<file path="src/rtl/shift_pkg.sv">
// ============================================================================
//  Module      : shift_pkg
//  Description : Shared types and constants for the parametrised shift
//                register and its frame counter.
//  Revision    : 1.0 - initial release
// ============================================================================
`default_nettype none

package shift_pkg;

  // Operating mode of the stage array, sampled only while enabled.
  typedef enum logic [1:0] {
    MODE_HOLD = 2'd0,
    MODE_FWD  = 2'd1,
    MODE_REV  = 2'd2,
    MODE_LOAD = 2'd3
  } mode_t;

  // Smallest stage count for which a shift register is meaningful.
  localparam int MIN_DEPTH = 2;

endpackage : shift_pkg

`default_nettype wire

</file>
<file path="src/rtl/shift_frame_cnt.sv">
// ============================================================================
//  Module      : shift_frame_cnt
//  Description : Wrap counter of shifts within a frame. Counts inc pulses
//                modulo DEPTH and emits a registered one-cycle wrap pulse on
//                the increment that returns the count to zero. clr restarts
//                the frame and suppresses the pulse.
//  Revision    : 1.0 - initial release
// ============================================================================
`default_nettype none

module shift_frame_cnt #(
  parameter  int DEPTH = 4,
  localparam int CW    = $clog2(DEPTH)
) (
  input  logic          clk,
  input  logic          rst_n,
  input  logic          inc_i,
  input  logic          clr_i,
  output logic [CW-1:0] cnt_o,
  output logic          wrap_o
);

  localparam logic [CW-1:0] LAST = CW'(DEPTH - 1);

  logic [CW-1:0] cnt_q, cnt_d;
  logic          wrap_q, wrap_d;

  // Next count: clear wins over increment; the pulse is only raised by the
  // increment that completes a frame, so any other cycle drops it.
  always_comb begin
    cnt_d  = cnt_q;
    wrap_d = 1'b0;
    if (clr_i) begin
      cnt_d = '0;
    end else if (inc_i) begin
      if (cnt_q == LAST) begin
        cnt_d  = '0;
        wrap_d = 1'b1;
      end else begin
        cnt_d = cnt_q + 1'b1;
      end
    end
  end

  // Counter and pulse registers with asynchronous clear.
  always_ff @(posedge clk or negedge rst_n) begin
    if (!rst_n) begin
      cnt_q  <= '0;
      wrap_q <= 1'b0;
    end else begin
      cnt_q  <= cnt_d;
      wrap_q <= wrap_d;
    end
  end

  assign cnt_o  = cnt_q;
  assign wrap_o = wrap_q;

endmodule : shift_frame_cnt

`default_nettype wire

</file>
<file path="src/rtl/param_shift_reg.sv">
// ============================================================================
//  Module      : param_shift_reg
//  Description : DEPTH-stage, WIDTH-bit bidirectional shift register with
//                parallel load/readout, clock enable, shift counter and
//                frame-complete pulse.
//  Revision    : 1.0 - initial release
// ============================================================================
`default_nettype none

module param_shift_reg
  import shift_pkg::*;
#(
  parameter  int WIDTH = 1,
  parameter  int DEPTH = 4,
  localparam int CW    = $clog2(DEPTH)
) (
  input  logic                   clk,
  input  logic                   rst_n,
  input  logic                   en,
  input  logic [1:0]             mode,
  input  logic [WIDTH-1:0]       sin_fwd,
  input  logic [WIDTH-1:0]       sin_rev,
  input  logic [DEPTH*WIDTH-1:0] pin,
  output logic [WIDTH-1:0]       sout_fwd,
  output logic [WIDTH-1:0]       sout_rev,
  output logic [DEPTH*WIDTH-1:0] pout,
  output logic [CW-1:0]          shift_cnt,
  output logic                   frame_done
);

  if (DEPTH < MIN_DEPTH) begin : g_depth_check
    $error("param_shift_reg: DEPTH must be at least %0d", MIN_DEPTH);
  end

  mode_t            mode_w;
  logic             shift_w;
  logic             load_w;
  logic [WIDTH-1:0] stage_q [DEPTH];

  assign mode_w  = mode_t'(mode);
  assign shift_w = en && ((mode_w == MODE_FWD) || (mode_w == MODE_REV));
  assign load_w  = en && (mode_w == MODE_LOAD);

  for (genvar i = 0; i < DEPTH; i++) begin : g_stage
    logic [WIDTH-1:0] fwd_src;
    logic [WIDTH-1:0] rev_src;
    logic [WIDTH-1:0] stage_d;

    // Stage 0 is fed from the forward serial input, others from their lower neighbour.
    if (i == 0) begin : g_fwd_head
      assign fwd_src = sin_fwd;
    end else begin : g_fwd_chain
      assign fwd_src = stage_q[i-1];
    end

    // The last stage is fed from the reverse serial input, others from their upper neighbour.
    if (i == DEPTH - 1) begin : g_rev_head
      assign rev_src = sin_rev;
    end else begin : g_rev_chain
      assign rev_src = stage_q[i+1];
    end

    // Select this stage's next word from the active mode.
    always_comb begin
      stage_d = stage_q[i];
      if (en) begin
        case (mode_w)
          MODE_FWD:  stage_d = fwd_src;
          MODE_REV:  stage_d = rev_src;
          MODE_LOAD: stage_d = pin[i*WIDTH +: WIDTH];
          default:   stage_d = stage_q[i];
        endcase
      end
    end

    // Stage storage with asynchronous clear.
    always_ff @(posedge clk or negedge rst_n) begin
      if (!rst_n) begin
        stage_q[i] <= '0;
      end else begin
        stage_q[i] <= stage_d;
      end
    end

    assign pout[i*WIDTH +: WIDTH] = stage_q[i];
  end

  assign sout_fwd = stage_q[DEPTH-1];
  assign sout_rev = stage_q[0];

  shift_frame_cnt #(
    .DEPTH (DEPTH)
  ) u_frame_cnt (
    .clk    (clk),
    .rst_n  (rst_n),
    .inc_i  (shift_w),
    .clr_i  (load_w),
    .cnt_o  (shift_cnt),
    .wrap_o (frame_done)
  );

endmodule : param_shift_reg

`default_nettype wire

</file>
<file path="config.mk">
export PLATFORM = sky130hd
export DESIGN_NAME = param_shift_reg
export DESIGN_NICKNAME = d
export VERILOG_FILES = /design/src/rtl/shift_pkg.sv /design/src/rtl/shift_frame_cnt.sv /design/src/rtl/param_shift_reg.sv
export SDC_FILE = /design/constraint.sdc
export NUM_CORES = 1
export LEC_CHECK = 0
export CORE_AREA = 2 2 39 41
export DETAILED_ROUTE_END_ITERATION = 12
export DIE_AREA = 0 0 41 43
export GPL_ROUTABILITY_DRIVEN = 0
export PLACE_DENSITY = 0.63
export SYNTH_ARGS = -nofsm -noshare
export SYNTH_HDL_FRONTEND = slang
export SYNTH_SLANG_ARGS = --single-unit
export TNS_END_PERCENT = 100
</file>
<file path="constraint.sdc">
create_clock -name clk -period 1.3 [get_ports clk]
set_input_delay 0.26 -clock clk [delete_from_list [all_inputs] [get_ports clk]]
set_output_delay 0.26 -clock clk [all_outputs]
set_load 0.005 [all_outputs]
</file>
==> results.yml <==
die:
  die_h_um: 43
  io_pins: 20
  die_area_mm2: 0.00176
  coreArea_mm2: 0.00138
  row_count: 14
  dieWidth_um: 41
  initial_core_util_pct: 29.1
drt:
  wire_per_inst_um: 11.3
  drc_errors: 0
  wl_um: 959
  ant_nets: 0
  drt_iter0_drc: 1
  viasPerCell: 4.74
  vias: 403
  firstDrtPassIters: 4
timing:
  setup_viol: 0
  slew-limit-headroom_pct: 79.3
  timing.fmax_mhz: 814
  tns_ns: 0
  slew_viol_final: 0
  finClkSkew_ns: 0.00936
  finalCriticalPeriod_ns: 1.23
  period_share_pct: 94.5
  rsz0062_at_grt: "no"
  finalHoldViolCount: 0
  worst_slew_pin_slew_ns: 0.309
final_layout:
  final_common_cell: "dlygate4sd2_1"
  fin_util_pct: 49.4
  final_layout_size_suffix_gt1_share_pct: 23.2
  fin_nets: 85
  antenna_cells: 0
  area_growth_pct: 69.6
  layout_common_cells: "dlygate4sd2_1 (9), clkdlybuf4s50_1 (8), buf_4 (8)"
setup_path:
  cp_data_arrival_time_ns: 0.97
  start_kind: "flip-flop"
  worstPathCellList: "buf_4, clkdlybuf4s15_1"
  crit_buf_inv: 2
  crit_family: "flip-flops"
  cp_slowest_cell: "dfrtp_1"
  rrSetupSlack_ns: 0.18
  endpoint_kind: "output pin"
  critPathKind: "reg2out"
  crit-reg2reg-capture: "u_frame_cnt.cnt_o[1]"
  worst-r2r-cell-count: 3
  critPathRequiredTime_ns: 1.04
  critPathMaxFanout: 2
  cpPeakStageDelay_ns: 0.38
  timing.rr.start: "u_frame_cnt.cnt_o[0]"
  cp.depth: 2
power:
  comb_power_share_pct: 39.5
  p_clk_share_pct: 25.0
  power_frac_seq_pct: 35.4
  power_density_mw_per_mm2: 1190
  ir_drop_mv: 0.604
  swShare_pct: 29.0
  power.leakage_nw: 0.354
  p_sw_mw: 0.236
  intPower_mw: 0.579
clock_tree:
  ctsLongestPathBuffers: 2
  cts_inserted_buffers: 3
  cts.sinks: 7
  h-tree-depth: 1
  clk_pin_slew_ns: 0.06
  clock-root-buffer: "clkbuf_4"
  postCtsHoldBufs: 0
  clk_latency_ns: 0.26
  cts_tree: "done"
yosys:
  ys_types: 11
  syn_nets: 57
  yosys.area.top_type: "dfrtp_1"
  synth_seq_cells: 7
  synthTopCellsByArea: "dfrtp_1 (43%), a22o_1 (13%), ha_1 (12%)"
  netlist_area_um2: 403
  synthCells: 42
  ys_seq_area_share_pct: 43.5
  yosysWarnings: 0
  synth_top_area_share_pct: 43.5
  avgSynthCellArea_um2: 9.59
place:
  dp_hpwl_um: 651
  port_buffers: 19
grt:
  grt_usage_pct: 12.8
  antenna_found_initial: 0
  grt_pass1_wl_mm: 1.50
  grt-ovfl-total: 0
  grt_max_degree: 9
  grt_pass1_vias: 386
run:
  cap_viol_max_count: 0
worst_hold_path:
  hp-class: "in2async"
outcome:
  status: "complete, no violations"
repair_timing:
action | in CTS | in global routing
resized for setup | 12 | 6
endpoints found under the setup margin | 14 | 8
buffers inserted | 8 | 0
pin swaps | 1 | 0
registers in the layout, summed over array words and instances, names as in the netlist:
register	cells
sout_rev	1
sout_fwd	1
g_stage.rev_src	2
u_frame_cnt.wrap_o	1
u_frame_cnt.cnt_o	2
Yosys cell counts:
library cell,instances
a21oi_1,4
a22o_1,6
and2_1,1
buf_4,4
dfrtp_1,7
ha_1,4
inv_1,2
nand2_1,5
nand2b_1,1
nor2_1,3
o21ai_1,5
power groups by stage:
stage / Clock (mW) / Sequential, mW / Combinational, mW
2_1_floorplan: 0 / 0.305 / 0.124
3_3_place_gp: 0 / 0.312 / 0.252
3_5_place_dp: 0 / 0.312 / 0.256
4_1_cts: 0.212 / 0.289 / 0.313
5_1_grt: 0.224 / 0.294 / 0.359
6_report: 0.204 / 0.289 / 0.322
per-layer routing:
| metal | GRT usage [%] | up-vias | part of all wire (%) |
|---|---|---|---|
| li1 | - | 198 | - |
| met4 | 10.0 | 0 | 1.5 |
| met3 | 1.57 | 2 | 7.1 |
| met2 | 20.3 | 14 | 54 |
| met1 | 14.2 | 189 | 38 |
| met5 | 0 | - | 0 |
how the worst max path moves through the flow:
stage | start | to
floorplan | mode[0] | g_stage[0].rev_src
global placement | mode[0] | g_stage[0].rev_src
detailed placement | mode[0] | sout_fwd
CTS | mode[0] | sout_fwd
global route | sout_rev | sout_rev
finish | sout_rev | sout_rev
kinds of logic after synthesis:
family,share of synthesized area [%]
AO/OA/AOI/OAI,24.2
AND/OR/NAND/NOR,10.6
flip-flops,43.5
buffers and inverters,9.32
adder cells (fa/ha/maj),12.4
worst register-to-register path: cells and delay by family (launching register included):
family	cells	cell delay [ns]
buf+inv	1	0.15
compound gates	1	0.20
fa+ha+maj	1	0.28
flops	1	0.39
cell type report:
type	count	area, um2
timing repair buffer	27	241
fill	147	701
clock buffer	4	26.3
multi-input combinational	29	213
inverter	2	7.51
tap	16	20.0
sequential	7	175
metrics by stage:
step | cell area (um2) | std cells | hold slack (ns) | setup slack (ns) | total power, mW
floorplan | 403 | 42 | -0.0356 | 0.258 | 0.429
global placement | 583 | 73 | 0.528 | -0.305 | 0.564
detailed placement | 583 | 73 | 0.535 | -0.319 | 0.568
CTS | 662 | 85 | 0.261 | 0.00399 | 0.813
global route | 683 | 85 | 0.277 | 0.0485 | 0.878
finish | 683 | 85 | 0.252 | 0.0718 | 0.815
No activity file was read; power rests on OpenSTA's default activity.
